### src/rtl/rename_regfile_pkg.sv
// Shared types and constants for the rename register file: widths, tag/data
// types and the commit-bundle struct passed to the read ports.
package rename_regfile_pkg;

    localparam int REG_NUM   = 32;
    localparam int REG_POS_W = 5;
    localparam int DATA_W    = 32;
    localparam int ROB_ID_W  = 5;

    typedef logic [REG_POS_W-1:0] reg_pos_t;
    typedef logic [DATA_W-1:0]    data_t;
    typedef logic [ROB_ID_W-1:0]  rob_id_t;

    localparam reg_pos_t ZERO_REG  = '0;
    localparam data_t    ZERO_WORD = '0;
    localparam rob_id_t  ZERO_ROB  = '0;

    // One ROB commit beat as seen by the storage and the read bypass.
    typedef struct packed {
        logic     valid;
        reg_pos_t rd;
        rob_id_t  q;
        data_t    v;
    } commit_t;

    // x0 is never written, so every write enable is qualified here.
    function automatic logic writes_reg(input logic en, input reg_pos_t rd);
        return en && (rd != ZERO_REG);
    endfunction

endpackage

### src/rtl/rename_regfile_read_port.sv
// One dispatcher operand read: hardwired x0, then same-cycle commit bypass,
// then the stored tag/value.
module rename_regfile_read_port
    import rename_regfile_pkg::*;
(
    input  reg_pos_t rs_i,
    input  rob_id_t  q_entry_i,
    input  data_t    v_entry_i,
    input  commit_t  commit_i,
    output rob_id_t  q_o,
    output data_t    v_o
);

    logic bypass_hit;

    // Only the producer the register still waits on may bypass; a stale tag
    // commit must not hide a newer rename.
    assign bypass_hit = commit_i.valid && (commit_i.rd == rs_i) && (commit_i.q == q_entry_i);

    always_comb begin
        q_o = q_entry_i;
        v_o = v_entry_i;
        if (rs_i == ZERO_REG) begin
            q_o = ZERO_ROB;
            v_o = ZERO_WORD;
        end else if (bypass_hit) begin
            q_o = ZERO_ROB;
            v_o = commit_i.v;
        end
    end

endmodule

### src/rtl/rename_regfile.sv
// Architectural register file with per-register ROB rename tags: takes the
// ROB commit stream and dispatcher renames, and serves two operand reads.
module rename_regfile
    import rename_regfile_pkg::*;
(
    input  logic     clk,
    input  logic     rst,
    input  logic     rdy,
    input  reg_pos_t rs1_from_dsp,
    input  reg_pos_t rs2_from_dsp,
    output rob_id_t  Q1_to_dsp,
    output rob_id_t  Q2_to_dsp,
    output data_t    V1_to_dsp,
    output data_t    V2_to_dsp,
    input  logic     ena_from_dsp,
    input  reg_pos_t rd_from_dsp,
    input  rob_id_t  Q_from_dsp,
    input  logic     commit_flag,
    input  reg_pos_t rd_from_rob,
    input  rob_id_t  Q_from_rob,
    input  data_t    V_from_rob,
    input  logic     commit_jump_flag
);

    logic [REG_NUM-1:0][ROB_ID_W-1:0] q_q, q_d;
    logic [REG_NUM-1:0][DATA_W-1:0]   v_q, v_d;

    commit_t commit;
    logic    commit_we;
    logic    rename_we;

    assign commit.valid = commit_flag;
    assign commit.rd    = rd_from_rob;
    assign commit.q     = Q_from_rob;
    assign commit.v     = V_from_rob;

    // rdy is a global stall, not a handshake: while it is low no input is
    // consumed and state holds, but reads (including the bypass) stay live.
    assign commit_we = rdy && writes_reg(commit_flag, rd_from_rob);
    assign rename_we = rdy && !commit_jump_flag && writes_reg(ena_from_dsp, rd_from_dsp);

    always_comb begin
        q_d = q_q;
        v_d = v_q;
        if (commit_we) begin
            v_d[rd_from_rob] = V_from_rob;
            if (q_q[rd_from_rob] == Q_from_rob) begin
                q_d[rd_from_rob] = ZERO_ROB;
            end
        end
        if (rdy && commit_jump_flag) begin
            q_d = '0;
        end
        // Applied after the commit clear so a same-rd rename keeps the new tag.
        if (rename_we) begin
            q_d[rd_from_dsp] = Q_from_dsp;
        end
        q_d[ZERO_REG] = ZERO_ROB;
        v_d[ZERO_REG] = ZERO_WORD;
    end

    always_ff @(posedge clk or negedge rst) begin
        if (!rst) begin
            q_q <= '0;
            v_q <= '0;
        end else begin
            q_q <= q_d;
            v_q <= v_d;
        end
    end

    rename_regfile_read_port u_rd1 (
        .rs_i      (rs1_from_dsp),
        .q_entry_i (q_q[rs1_from_dsp]),
        .v_entry_i (v_q[rs1_from_dsp]),
        .commit_i  (commit),
        .q_o       (Q1_to_dsp),
        .v_o       (V1_to_dsp)
    );

    rename_regfile_read_port u_rd2 (
        .rs_i      (rs2_from_dsp),
        .q_entry_i (q_q[rs2_from_dsp]),
        .v_entry_i (v_q[rs2_from_dsp]),
        .commit_i  (commit),
        .q_o       (Q2_to_dsp),
        .v_o       (V2_to_dsp)
    );

endmodule

### config.mk
export PLATFORM = sky130hd
export DESIGN_NAME = rename_regfile
export DESIGN_NICKNAME = d
export VERILOG_FILES = /design/src/rtl/rename_regfile_pkg.sv /design/src/rtl/rename_regfile_read_port.sv /design/src/rtl/rename_regfile.sv
export SDC_FILE = /design/constraint.sdc
export NUM_CORES = 2
export LEC_CHECK = 0
export ABC_AREA = 1
export BUFFER_PORTS_ARGS = -buffer_cell sky130_fd_sc_hd__buf_2
export CAP_MARGIN = 10
export CORE_MARGIN = 3
export CORE_UTILIZATION = 43
export CTS_CLUSTER_SIZE = 30
export DETAILED_ROUTE_END_ITERATION = 7
export PLACE_DENSITY = 0.58
export SLEW_MARGIN = 25
export SYNTH_ARGS = -nofsm -noshare
export SYNTH_HDL_FRONTEND = slang
export SYNTH_HIERARCHICAL = 1
export SYNTH_SLANG_ARGS = --single-unit
### constraint.sdc
create_clock -name clk -period 3.2 [get_ports clk]
set_clock_uncertainty 0.05 [all_clocks]
set_input_delay 0 -clock clk [delete_from_list [all_inputs] [get_ports clk]]
set_output_delay 0 -clock clk [all_outputs]
set_load 0.01 [all_outputs]
# ---- Word level (Yosys, flattened, before mapping)
# Index checks and enable logic that the tools add are counted.
# W data, S select, Z words.
dict set report totals {
  reg_bits 1147
  inputBits 68
  out_inout_bits 74
  elab_cells 122
}
dict set report op_classes {
  n_lt_le_gt_ge 6
  n_eq_ne 5
  mux 30
  bitwise 2
  n_reduce_logical 17
}
# op n
set ops {}
lappend ops {{$bwmux W1024} 1}
lappend ops {{$mux W160} 4}
lappend ops {{$bmux W32 S5} 2}
lappend ops {{$mux W32} 7}
lappend ops {{$and A160 B160 Y160} 1}
lappend ops {{$bwmux W160} 1}
lappend ops {{$demux W32 S5} 1}
lappend ops {{$not A160 Y160} 1}
lappend ops {{$bmux W5 S5} 3}
lappend ops {{$demux W5 S5} 2}
lappend ops {{$mux W5} 9}
lappend ops {{$eq A5 B5 Y1} 5}
lappend ops {{$lt A5 B6 Y1 const B} 4}
lappend ops {{$logic_and A1 B1 Y1} 12}
lappend ops {{$ge A5 B1 Y1 const B} 2}
lappend ops {{$logic_not A5 Y1} 2}
lappend ops {{$reduce_bool A5 Y1} 2}
lappend ops {{$logic_not A1 Y1} 1}

# ---- Longest topological paths before layout
dict set report logic_depth {
  word_depth 11
  mapped_depth 21
}

# ---- Cells and area by module
# Netlist, hierarchy kept.
# mod n_inst cells_each area_per_inst_um2
set by_module_without_submodules {}
lappend by_module_without_submodules {rename_regfile 1 8993 64459.3}
lappend by_module_without_submodules {rename_regfile_read_port 2 237 1197.4}

# ---- Worst setup path before layout
# No wires, ideal clock.
dict set report synth_timing {
  path_kind {input -> output}
  start {input port rs1_from_dsp[0]}
  end {output port V1_to_dsp[11]}
  t_arrival_ns 2.469
  path_slack_ns 0.681
  path_stages 18
  n_path_buf 5
  cell_sequence {clkbuf_1 -> nor2_1 -> clkbuf_1 -> clkbuf_1 -> a21oi_1 -> o211ai_1 -> a21oi_1 -> nor3_1 -> a31oi_1 -> nand2_1 -> nand2_1 -> inv_1 -> nand3_1 -> nor2_2 -> buf_6 -> buf_8 -> a21oi_2 -> nor2_1}
}
dict set report synth_between {
  elab_chain_cells 6
  elab_cells_between_ends 11
  classes_between {eq/ne (2); mux (6); reduce/logical (3)}
}
# element line_no
set synth_rtl {}
lappend synth_rtl {{start: declaration} rename_regfile.sv:9} ;# input reg_pos_t rs1_from_dsp,
lappend synth_rtl {{$bmux W5 S5} rename_regfile.sv:74} ;# .q_entry_i (q_q[rs1_from_dsp]),
lappend synth_rtl {{$mux W5 (implied by the code)} rename_regfile.sv:74}
lappend synth_rtl {{$eq A5 B5 Y1} rename_regfile_read_port.sv:18} ;# assign bypass_hit = commit_i.valid && (commit_i.rd == rs_i) && (commit_i.q == q_entry_i);
lappend synth_rtl {{$logic_and A1 B1 Y1} rename_regfile_read_port.sv:18}
lappend synth_rtl {{$mux W32} rename_regfile_read_port.sv:26} ;# end else if (bypass_hit) begin
lappend synth_rtl {{$mux W32 *} rename_regfile_read_port.sv:23} ;# if (rs_i == ZERO_REG) begin
lappend synth_rtl {{end: declaration} rename_regfile.sv:13} ;# output data_t V1_to_dsp,
# Every way passes the cells marked *; elsewhere a longest branch is shown, timed or not. The select of a mux whose other input is x is not followed.

# ---- Final worst setup path
dict set report layout_timing {
  start {register q_q[145] (netlist name)}
  end {output port V1_to_dsp[15]}
}
dict set report layout_between {
  elab_chain_cells 6
}
# element line_no
set layout_rtl {}
lappend layout_rtl {{start: declaration} rename_regfile.sv:25} ;# logic [REG_NUM-1:0][ROB_ID_W-1:0] q_q, q_d;
lappend layout_rtl {{start signal: assignment} rename_regfile.sv:67} ;# q_q <= q_d;
lappend layout_rtl {{$bmux W5 S5} rename_regfile.sv:74}
lappend layout_rtl {{$mux W5 (implied by the code)} rename_regfile.sv:74}
lappend layout_rtl {{$eq A5 B5 Y1} rename_regfile_read_port.sv:18}
lappend layout_rtl {{$logic_and A1 B1 Y1} rename_regfile_read_port.sv:18}
lappend layout_rtl {{$mux W32} rename_regfile_read_port.sv:26}
lappend layout_rtl {{$mux W32} rename_regfile_read_port.sv:23}
# No other way between the ends. The select of a mux whose other input is x is not followed.

==> metrics.txt <==
status finished with violations; failing checks setup timing; H-tree level count 4; Synth Area in Compound Gates 24.57%; total grt overflow 0; syn_area_per_cell 7.062 um2; setup violators final 74; Hold Path Cell Cnt 8; combinational family with the most area after synthesis compound AO/OA/AOI/OAI gates; most frequent cells in the layout nand2_1, o21ai_0, dfrtp_1; largest cells by area after synthesis dfrtp_1, nand2_1, o21ai_0, a21oi_1, nand3_1; mux share of post-synthesis cell area 0%; met1 usage 49.12%; Layout fillers 15160; Synthesized Nets 9535; MaxCap Viol Count 0; GRT Total Usage 36.81%; Worst-path clk slew 60 ps; DR iter-0 viols 9897; RSZ-0062 raised after global routing true; R2R setup slack 10 ps; crit-path leading delay family buffers and inverters; # DRC 0; Yosys top cell area share 42.93%; Max Slew Vio Count 0; FF-to-FF End q_q[12]; met3 Usage GRT 8.543%; Seq/Total Area, Yosys 42.93%; worst setup path start q_q[145]; CP Capture Type output port; row cnt 144; Worst-Skew Late Latency 790 ps; Post-DRT Antenna Nets 0; min-delay src Q_from_rob[4]; final wirelength 305.5 mm; Synth area leader dfrtp_1; initial core utilization 43.35%; TritonCTS clock tree built; Worst Hold Path EP q_q[6]; reg2reg start q_q[95]; TNS Setup -31000 ps; met2 Resource Use GR 55.98%; most common cell after layout, fill and taps aside nand2_1; Util after Layout 50.69%; Setup WS pre-CTS -13.25 ps; Layout area overhead 16.94%; FMAX 0.2694 GHz; crit-path cells o21ai_1 > o22ai_2 > o21ai_1 > o22ai_1 > buf_4 > nor2_4 > a31oi_1 > buf_4 > buf_4 > nand2_1 > nand4_1 > nor2_4 > buf_12 > buf_12 > buf_8 > buf_6 > a21oi_4 > nor2_2 > buf_2; DRT Pass-1 Iters 8; FF-to-FF path depth 17; CTS Buffer Depth 3; Slowest-stage cell, CP dfrtp_2; GPL Wtd Cong 0.9630; CTS root buf clkbuf_16; startpoint types flip-flop; worst hold path type in2reg; Largest stage delay, worst path 460 ps; synth warn 6; Synth Area in Simple Gates 23.47%; die area 160200 um2; register area 28710 um2; Pleak 34.88 nW; busiest grt layer met2; Vias 70550; Yosys cell types 38; Synth Area in XOR/XNOR 0.02620%; clk sinks 1147; hpwl dp 169.1 mm; Critical Path RT 3150 ps; largest net degree at the start of global routing 150; core region area 154200 um2; Fin. Hold Viols 0; vias per std cell 6.130; Setup WS post-layout -511.6 ps; Worst Tran Pin Value 1153 ps; maximum fanout along the worst path 7; Buf/Inv on CP 8; Final period util 116.0%; die width 400.3 um; global-route wire length before repair 446.2 mm; initial antenna violation count 9; minimum clock period 3712 ps; Layout Nets 9422; Port-buffer cells 141; Post-Syn Area 66850 um2; critical path arrival 3660 ps; Worst VDD drop 0.4840 mV; post-synthesis adder-cell area fraction 0%; critical path class reg2out; most used cell, CP buf_4; Num CTS Buffers 139; normalized max-slew margin 23.16%; synthesized flop and latch total 1147; PwrDens 528.0 nW/um2; vias in the first global route 66280; Gate Count Post-Synth 9467; Die Ht 400.3 um; I/O pins 142; share of cells above drive strength 1 11.78%; wire length per cell 26.54 um; area of the multi-input gates 33380 um2
[routing by layer]
layer / wire, um / vias up / share of wire [%]
li1: - / 31300 / -
met5: 23 / - / 0.0075
met3: 34230 / 984 / 11
met4: 17390 / 4 / 5.7
met2: 132400 / 4442 / 43
met1: 121400 / 33810 / 40
[logic make-up (layout without fill, tap and decap cells)]
group                  after synthesis  after routing
other                                0              3
XOR/XNOR                             2              2
AO/OA/AOI/OAI                     3050           3050
flip-flops                        1147           1147
AND/OR/NAND/NOR                   3738           3738
buffers and inverters             1530           1525
[cell usage after synthesis, drive strengths merged]
cell type  instances
nor3              85
a22oi              6
nand2           2507
o21ai           1617
nand3            706
a21oi            985
o211ai           344
nand4              7
buf              165
dfrtp           1147
clkbuf           678
inv              683
nor2             421
o22ai             20
o221ai             4
xnor2              2
clkinv             4
and3              10
or2                2
a31oi             74
[registers in the layout, indices dropped and copies added (netlist names)]
register	cells
v_q	992
q_q	155
[power by group]
group / leakage [nW] / switching [mW] / internal, mW
logic: 17.4 / 5.01 / 2.54
registers: 15.2 / 1.14 / 16.2
clock network: 2.28 / 6.84 / 9.53
[final cells by class]
class | instances | share of cell area, %
antenna | 3 | 0.009602
tap | 2044 | 3.271
sequential | 1147 | 36.73
multi-input combinational | 6790 | 42.69
clock inverter | 43 | 0.7138
clock buffer | 206 | 5.222
timing repair buffer | 589 | 7.991
inverter | 687 | 3.375
[repair_timing]
item | in CTS | in global routing
setup endpoints to repair | 74 | 85
gates cloned | 8 | 13
hold endpoints to repair | 1443 | 10
resized for setup | 184 | 185
pin swaps | 64 | 131
hold buffers | 57 | 2
buffers inserted | 39 | 15
[worst register-to-register path, stage by stage (launching register included)]
cell	delay, ps
dfrtp_1	400
buf_6	130
buf_4	130
nand2_1	50
nand2_1	50
nand2_1	50
nand2_1	60
nand2_1	50
nand2_1	80
nor2_1	370
nand3_1	150
nand2_2	120
nand2_4	70
nor2_8	180
dlygate4sd3_1	780
nand3_4	180
nand2_1	100
nand2_1	60
[worst max-delay path by stage]
stage | to | slack (ps) | cells after the start
global placement | V2_to_dsp[1] | 8 | 21
finish | V1_to_dsp[15] | -510 | 19
floorplan | V1_to_dsp[11] | 680 | 18
CTS | V1_to_dsp[8] | -480 | 20
global route | V1_to_dsp[15] | -610 | 20
detailed placement | V2_to_dsp[1] | -10 | 21
[per-stage QoR]
step | total power, mW | cell area [um2] | hold slack, ps | cells
floorplan | 21.58 | 66850 | -345.6 | 9467
global route | 42.93 | 78170 | 37.68 | 11510
detailed placement | 24.49 | 70730 | -27.94 | 11140
CTS | 41.04 | 77140 | 4.588 | 11480
finish | 41.28 | 78180 | 18.78 | 11510
global placement | 24.32 | 70730 | -21.14 | 11140
Note: power is estimated with default switching activity, not from simulation.
